===== src/rtl/alu_req_arbiter.sv =====
// alu_req_arbiter
//   Shares one purely combinational ALU between two requesters. Round-robin
//   grant, valid/ready accept per requester, operands held on the ALU inputs
//   for the op latency (multi-cycle for multiply), and one tagged response.
//
// Ports
//   clk, rst_n                      clock (rising edge), async active-low reset
//   reqN_valid / reqN_ready         request handshake, N = 0,1
//   reqN_rs1 / reqN_rs2 / reqN_op   request operands and opcode
//   alu_rs1 / alu_rs2 / alu_opcode  registered ALU inputs
//   alu_result                      combinational ALU output
//   rsp_valid / rsp_ready           response handshake
//   rsp_data / rsp_id               captured result and issuing requester
//   rsp_err                         only with ALU_ARB_OPCHECK_EN: opcode outside 000000-000011
//
// Optional feature macro: ALU_ARB_OPCHECK_EN
module alu_req_arbiter #(
  parameter int MUL_CYCLES = 3,
  parameter int ALU_W      = 32
) (
  input  logic             clk,
  input  logic             rst_n,
  input  logic             req0_valid,
  output logic             req0_ready,
  input  logic [ALU_W-1:0] req0_rs1,
  input  logic [ALU_W-1:0] req0_rs2,
  input  logic [5:0]       req0_op,
  input  logic             req1_valid,
  output logic             req1_ready,
  input  logic [ALU_W-1:0] req1_rs1,
  input  logic [ALU_W-1:0] req1_rs2,
  input  logic [5:0]       req1_op,
  output logic [ALU_W-1:0] alu_rs1,
  output logic [ALU_W-1:0] alu_rs2,
  output logic [5:0]       alu_opcode,
  input  logic [ALU_W-1:0] alu_result,
  output logic             rsp_valid,
  input  logic             rsp_ready,
  output logic [ALU_W-1:0] rsp_data,
  output logic             rsp_id
`ifdef ALU_ARB_OPCHECK_EN
  ,
  output logic             rsp_err
`endif
);

  localparam int         MUL_EFF = (MUL_CYCLES < 1) ? 1 : MUL_CYCLES;
  localparam int         CNT_W   = (MUL_EFF > 1) ? $clog2(MUL_EFF) : 1;
  localparam logic [5:0] OP_MUL  = 6'b000010;

  typedef enum logic [1:0] {
    IDLE,
    EXEC,
    RESP
  } state_t;

  state_t           state_q;
  logic             last_grant_q;
  logic [CNT_W-1:0] cnt_q;
  logic [ALU_W-1:0] rs1_q;
  logic [ALU_W-1:0] rs2_q;
  logic [5:0]       op_q;
  logic             rsp_valid_q;
  logic [ALU_W-1:0] rsp_data_q;
  logic             rsp_id_q;
`ifdef ALU_ARB_OPCHECK_EN
  logic             rsp_err_q;
  logic             op_err;
`endif

  logic             any_valid;
  logic             grant;
  logic             accept;
  logic [ALU_W-1:0] sel_rs1;
  logic [ALU_W-1:0] sel_rs2;
  logic [5:0]       sel_op;

  // Tie goes to the requester that did not win last; ready is gated by rst_n
  // so nothing appears accepted while reset is held.
  always_comb begin
    any_valid = req0_valid | req1_valid;
    if (req0_valid && req1_valid) begin
      grant = ~last_grant_q;
    end else begin
      grant = req1_valid;
    end
    accept     = rst_n && (state_q == IDLE) && any_valid;
    req0_ready = accept && !grant;
    req1_ready = accept && grant;
    sel_rs1    = grant ? req1_rs1 : req0_rs1;
    sel_rs2    = grant ? req1_rs2 : req0_rs2;
    sel_op     = grant ? req1_op  : req0_op;
  end

`ifdef ALU_ARB_OPCHECK_EN
  assign op_err = |op_q[5:2];
`endif

  always_ff @(posedge clk or negedge rst_n) begin
    if (!rst_n) begin
      state_q      <= IDLE;
      last_grant_q <= 1'b1;
      cnt_q        <= '0;
      rs1_q        <= '0;
      rs2_q        <= '0;
      op_q         <= '0;
      rsp_valid_q  <= 1'b0;
      rsp_data_q   <= '0;
      rsp_id_q     <= 1'b0;
`ifdef ALU_ARB_OPCHECK_EN
      rsp_err_q    <= 1'b0;
`endif
    end else begin
      case (state_q)
        IDLE: begin
          if (any_valid) begin
            rs1_q        <= sel_rs1;
            rs2_q        <= sel_rs2;
            op_q         <= sel_op;
            rsp_id_q     <= grant;
            last_grant_q <= grant;
            cnt_q        <= (sel_op == OP_MUL) ? CNT_W'(MUL_EFF - 1) : '0;
            state_q      <= EXEC;
          end
        end
        EXEC: begin
          if (cnt_q != '0) begin
            cnt_q <= cnt_q - CNT_W'(1);
          end else begin
`ifdef ALU_ARB_OPCHECK_EN
            rsp_data_q <= op_err ? '0 : alu_result;
            rsp_err_q  <= op_err;
`else
            rsp_data_q <= alu_result;
`endif
            rsp_valid_q <= 1'b1;
            state_q     <= RESP;
          end
        end
        RESP: begin
          if (rsp_ready) begin
            rsp_valid_q <= 1'b0;
            state_q     <= IDLE;
          end
        end
        default: state_q <= IDLE;
      endcase
    end
  end

  assign alu_rs1    = rs1_q;
  assign alu_rs2    = rs2_q;
  assign alu_opcode = op_q;
  assign rsp_valid  = rsp_valid_q;
  assign rsp_data   = rsp_data_q;
  assign rsp_id     = rsp_id_q;
`ifdef ALU_ARB_OPCHECK_EN
  assign rsp_err    = rsp_err_q;
`endif

endmodule


===== config.mk =====
export PLATFORM = sky130hd
export DESIGN_NAME = alu_req_arbiter
export DESIGN_NICKNAME = d
export VERILOG_FILES = /design/src/rtl/alu_req_arbiter.sv
export SDC_FILE = /design/constraint.sdc
export NUM_CORES = 1
export LEC_CHECK = 0
export CAP_MARGIN = 15
export CORE_MARGIN = 2
export CORE_UTILIZATION = 39
export CTS_BUF_LIST = sky130_fd_sc_hd__clkbuf_4
export DETAILED_ROUTE_END_ITERATION = 6
export PLACE_DENSITY = 0.83
export SYNTH_ARGS = -nofsm -noshare
export SYNTH_HDL_FRONTEND = slang
export SYNTH_SLANG_ARGS = --single-unit

===== constraint.sdc =====
create_clock -name clk -period 2 [get_ports clk]
set_input_delay 0.4 -clock clk [delete_from_list [all_inputs] [get_ports clk]]
set_output_delay 0.4 -clock clk [all_outputs]
set_load 0.03 [all_outputs]

==> results.cfg, run 1 <==
[logic_synthesis]
synthSimpleGateAreaFrac_pct = 7.52
ys_ff_latch = 109
yosys-top-cells-count = dfrtp_1 (108), nand2_1 (76), mux2i_1 (70)
synth_top_family_by_area = multiplexers
synthXorXnorAreaFrac_pct = 0
synth_edf_count = 0
syn_area_um2 = 4760
yosysWarnings = 0
synth_compound_area_share_pct = 8.94
synth.top_cell.area_share_pct = 56.8
async_reset_ff_share_pct = 100
synthFlopType = dfrtp_1
synthCells = 410
synth_fp_nets = 588
yosysMostFrequentCell = dfrtp_1
yosysUniqueCellTypes = 28
seq_area_frac_synth_pct = 57.3
yosys-top-cells-area = dfrtp_1 (57%), mux2i_1 (15%), mux2_2 (7.6%), nand2_1 (6.0%), o21ai_1 (5.2%)
synth_adder_area_share_pct = 0.263
synthMuxAreaShare_pct = 22.3
synth_top_area_cell = dfrtp_1
syn_area_per_cell_um2 = 11.6

[timing]
hold_violations = 0
slew_headroom_pct = 43.2
rsz0062_at_grt = yes
slew_violations = 0
worstMarginPinSlew_ns = 0.853
post-route-period-util_pct = 97.3
setup_slack_ns = 0.0530
finalCriticalPeriod_ns = 1.95
setup-violations-final = 0
clock.fmax_mhz = 514
finClkSkew_ns = 0.0152

[worst_setup_path]
cp.depth = 1
rr_startpoint = cnt_q[0]
worstSetupPathType = reg2out
end_kind = primary output
crit_fanout = 2
rr_worst_depth = 5
crit_slowest_cell = clkdlybuf4s50_1
path_cells = clkdlybuf4s50_1
arrival_ns = 1.55
startpoint = alu_rs1[4]
critPathTopFamily = buffers and inverters
cp.required_ns = 1.60
startpoint_type = register
max_stage_delay_ns = 0.69
cp_num_buf_inv = 1

[run_status]
status = completed

[placed_design]
port_buffers = 282
dpl_cell_area_um2 = 7790
hpwl_mm = 10.6
place_congestion = 0.749
post-place-ws_ns = 0.0252
place_inst = 827

[layout]
drive_above_1_share_pct = 9.76
area_delta_synth_final_pct = 67.3
design_area_um2 = 7970
nFillCells = 910
num_antenna_cells = 0
nets = 871
register_area_um2 = 2730
layout.cells.non_filler = 844
multi_input_area_um2 = 1870
fin_util_pct = 66.6

[floorplanning]
row_count = 40
pin_count = 283
die_h_um = 114
fp.dieArea_um2 = 13100
floorplan.initialDensity_pct = 39.8
fp.dieW_um = 114
core_area_um2 = 12000

[drt]
first_iter_violations = 151
vias = 4096
drtAntennaViolNets = 0
wl_met3_mm = 1.24
via_per_inst = 4.85
routed-wl-met2_mm = 6.88
remaining_drc_errors = 0
met1_length_mm = 4.94
wl_per_cell_um = 15.8
highest_layer = met4
drt_first_pass_iters = 4
wl_mm = 13.4

[global_route]
grt.total_usage_pct = 20.3
grt_max_degree = 78
grt_overflow_total = 0
grt_pass1_wl_mm = 20.9
antenna_found_initial = 0
grt_pass1_vias = 4229

[clock_tree]
cts.clk_slew.worst_paths_ns = 0.16
cts_root_buffer = clkbuf_4
cts_tree = built
clock_latency_ns = 0.43
clock-sinks = 109
clock_path_buffers = 2
htree_num_levels = 3
cts-buffers-inserted = 9

[flow_run]
cap_violations = 0

[hold_path]
hold_class = in2async

[power_and_ir_drop]
ir_worst_vdd_mv = 0.720
power.density_nw_per_um2 = 1550
p_leak_nw = 3.43
total_power_mw = 12.3
layout by cell type (no fill, tap or decap), types with 2 or more instances in the layout:
cell type,n
clkdlybuf4s50_1,276
dfrtp_1,108
nand2_1,76
mux2i_1,70
o21ai_1,49
mux2_2,32
o21ai_0,23
buf_4,13
clkbuf_4,10
buf_12,6
inv_1,3
nor2_1,3
a21oi_1,3
dlymetal6s2s_1,3
and3_1,2
nand3_1,2
bufinv_16,2
clkinv_1,2
final cells by class:
class | count | area share [%]
Inverter | 3 | 0.141
Clock inverter | 5 | 0.958
Timing Repair Buffer | 298 | 37.9
Multi-Input combinational cell | 272 | 23.5
Tap cell | 147 | 2.31
Clock buffer | 10 | 0.943
Sequential cell | 109 | 34.3
report_power, final:
group | total (mW) | internal, mW | switching (mW)
Combinational | 7.25 | 3.24 | 4.01
Clock | 1.19 | 0.511 | 0.680
Sequential | 3.89 | 3.30 | 0.583
final timing paths:
path / to / slack [ns]
worst max-delay path: alu_rs1[4] / 0.05
worst min-delay path: alu_rs1[31] / 0.03
max in group asynchronous: alu_opcode[0] / 1.27
worst min register to register: alu_rs2[28] / 0.50
worst max register to register: rsp_data[16] / 0.55
min in group clk: alu_rs2[28] / 0.50
cells by family after synthesis:
logic type,Yosys count
AOI/OAI and AO/OA,81
adders and majority gates,1
buffers and inverters,29
DFF,109
muxes,102
and+or+nand+nor,88
registers in the layout (all words and copies together) (netlist names):
name and count:
state_q 2, cnt_q 2, rsp_valid 1, rsp_data 32
last_grant_q 1, alu_opcode 6, alu_rs2 32, rsp_id 1
alu_rs1 32
what timing repair did:
item,CTS,global route
buffers inserted,2,0
hold buffers,0,0
hold endpoints to repair,0,0
endpoints found under the setup margin,1,4
gates resized for setup,0,3
layer usage:
layer / global-route usage [%] / vias to the layer above
met3: 5.98 / 25
met1: 21.7 / 1899
li1: - / 1984
met5: 0 / -
met2: 37.7 / 188
met4: 7.07 / 0
stage by stage:
step | hold slack (ns) | setup TNS (ns)
after CTS | 0.0136 | 0
after global routing | 0.0413 | -0.000265
final | 0.0261 | 0
after global placement | 0.460 | 0
after detailed placement | 0.470 | 0
after floorplan | 0.104 | 0
Power figures use the tool's default switching activity.
==> run 2: changes to the inputs <==
- ABC_CLOCK_PERIOD_IN_PS: default -> 2000
- CORE_UTILIZATION: 39 -> 35
- PLACE_DENSITY: 0.83 -> 0.76
==> results.cfg, run 2 (synthesized netlist as in run 1, its figures left out) <==
[drt]
remaining_drc_errors = 0
drtAntennaViolNets = 0
wl_mm = 14.6
first_iter_violations = 168
drt_first_pass_iters = 4
vias = 4186
wl_per_cell_um = 16.5
via_per_inst = 4.74

[global_route]
grt_max_degree = 103
antenna_found_initial = 1
grt_pass1_vias = 4417
grt.total_usage_pct = 19.8
grt_overflow_total = 0
grt_pass1_wl_mm = 22.2

[floorplanning]
pin_count = 283
die_h_um = 121
fp.dieArea_um2 = 14600
floorplan.initialDensity_pct = 36.0
core_area_um2 = 13200
fp.dieW_um = 121
row_count = 42

[clock_tree]
clock_path_buffers = 2
clock-sinks = 109
cts-buffers-inserted = 9
clock_latency_ns = 0.46
cts_tree = built
htree_num_levels = 3
cts.clk_slew.worst_paths_ns = 0.16
cts_root_buffer = clkbuf_4

[power_and_ir_drop]
p_sw_mw = 5.36
netSwitchingFraction_pct = 43.5
power.density_nw_per_um2 = 1490
power.share.clock_pct = 9.9
ir_worst_vdd_mv = 0.744
p_int_mw = 6.96
p_leak_nw = 4.08
seq_power_share_pct = 31.4
pwr-share-comb_pct = 58.6

[placed_design]
post-place-ws_ns = 0.0116
port_buffers = 282
hpwl_mm = 11.1
place_congestion = 0.787

[worst_setup_path]
startpoint_type = input pin
rr_endpoint = alu_rs1[6]
crit_fanout = 3
rrSetupSlack_ns = 0.44
arrival_ns = 1.55
worstSetupPathType = in2out
startpoint = req1_valid
endpoint = req0_ready
end_kind = primary output
rr_worst_depth = 6
cp.required_ns = 1.60
rr_startpoint = last_grant_q

[layout]
mostFrequentLayoutCells = clkdlybuf4s50_1 (217), dfrtp_1 (107), nand2_1 (76), mux2i_1 (70), dlymetal6s2s_1 (55)
final_common_cell = clkdlybuf4s50_1
nFillCells = 1089
area_delta_synth_final_pct = 73.6
register_area_um2 = 2730
fin_util_pct = 62.4
multi_input_area_um2 = 1880
nets = 881
drive_above_1_share_pct = 11.5

[flow_run]
cap_violations = 0

[run_status]
status = completed

[timing]
clock.fmax_mhz = 512
post-route-period-util_pct = 97.6
worstMarginPinSlew_ns = 0.576
setup-violations-final = 0
rsz0062_at_grt = yes
setup_slack_ns = 0.0472
hold_violations = 0
slew_headroom_pct = 61.6
finClkSkew_ns = 0.0137
slew_violations = 0
finalCriticalPeriod_ns = 1.95

[hold_path]
hold_class = in2async
[run 2: cell types whose count changed in the layout (fill, tap and decap cells not counted), sizes merged]
cell and delta:
dlygate4sd2 +7, clkinv -1, dlygate4sd3 +1, diode +1
dlymetal6s2s +52, buf +9, clkbuf -1, clkdlybuf4s50 -59
clkinvlp +2
[run 2: cell type report]
type / count / share of cell area, %
Timing Repair Buffer: 308 / 39.4
Sequential cell: 109 / 33.0
Multi-Input combinational cell: 272 / 22.8
Tap cell: 176 / 2.67
Clock inverter: 6 / 1.08
Clock buffer: 9 / 0.818
Inverter: 3 / 0.136
Antenna cell: 1 / 0.0303
[run 2: worst max-delay path, stage by stage]
cell and delay, ns:
clkdlybuf4s50_1 0.51, buf_4 0.16, o21a_1 0.16, nand2_1 0.09
nor2_4 0.10, buf_6 0.13
[run 2: power groups by stage]
stage / registers [mW] / clock network, mW / logic (mW)
6_report: 3.87 / 1.22 / 7.22
5_1_grt: 4.01 / 1.38 / 7.69
4_1_cts: 3.91 / 1.28 / 7.37
3_5_place_dp: 3.95 / 0 / 7.37
3_3_place_gp: 3.89 / 0 / 7.23
2_1_floorplan: 5.98 / 0 / 2.03
[run 2: worst min-delay path by stage]
| stage | from | to |
|---|---|---|
| 2_1_floorplan | rst_n | alu_opcode[0] |
| 3_3_place_gp | rst_n | rsp_id |
| 3_5_place_dp | rst_n | rsp_id |
| 4_1_cts | rst_n | rsp_id |
| 5_1_grt | rst_n | rsp_id |
| 6_report | rst_n | rsp_id |
[run 2: per-layer routing]
metal  vias to the layer above  global-route usage, %  routed length, um
li1                       2001                      -                  -
met1                      1962                   20.4               5290
met2                       204                   37.0               7660
met3                        19                   6.04               1280
met4                         0                   7.78                329
met5                         -                      0                  0
[run 2: stage by stage]
stage	setup TNS [ns]	hold slack, ns	total power, mW	cells	instance area, um2
2_1_floorplan	0	0.104	8.00	410	4760
3_3_place_gp	0	0.249	11.1	863	7920
3_5_place_dp	0	0.251	11.3	863	7920
4_1_cts	0	0.295	12.5	880	8100
5_1_grt	-0.0441	0.284	13.1	884	8260
6_report	0	0.331	12.3	884	8260
[run 2: repair_timing]
| item | 4_1_cts | 5_1_grt |
|---|---|---|
| setup endpoints to repair | 9 | 57 |
| setup buffers | 1 | 3 |
| hold buffers | 1 | 0 |
| hold endpoints to repair | 7 | 0 |
| resized for setup | 12 | 55 |
==> run 3: changes to the inputs <==
- CTS_CLUSTER_DIAMETER: default -> 200
==> results of run 3 <==
Same layout as run 2: the final DEF is identical, and so are final timing and power.
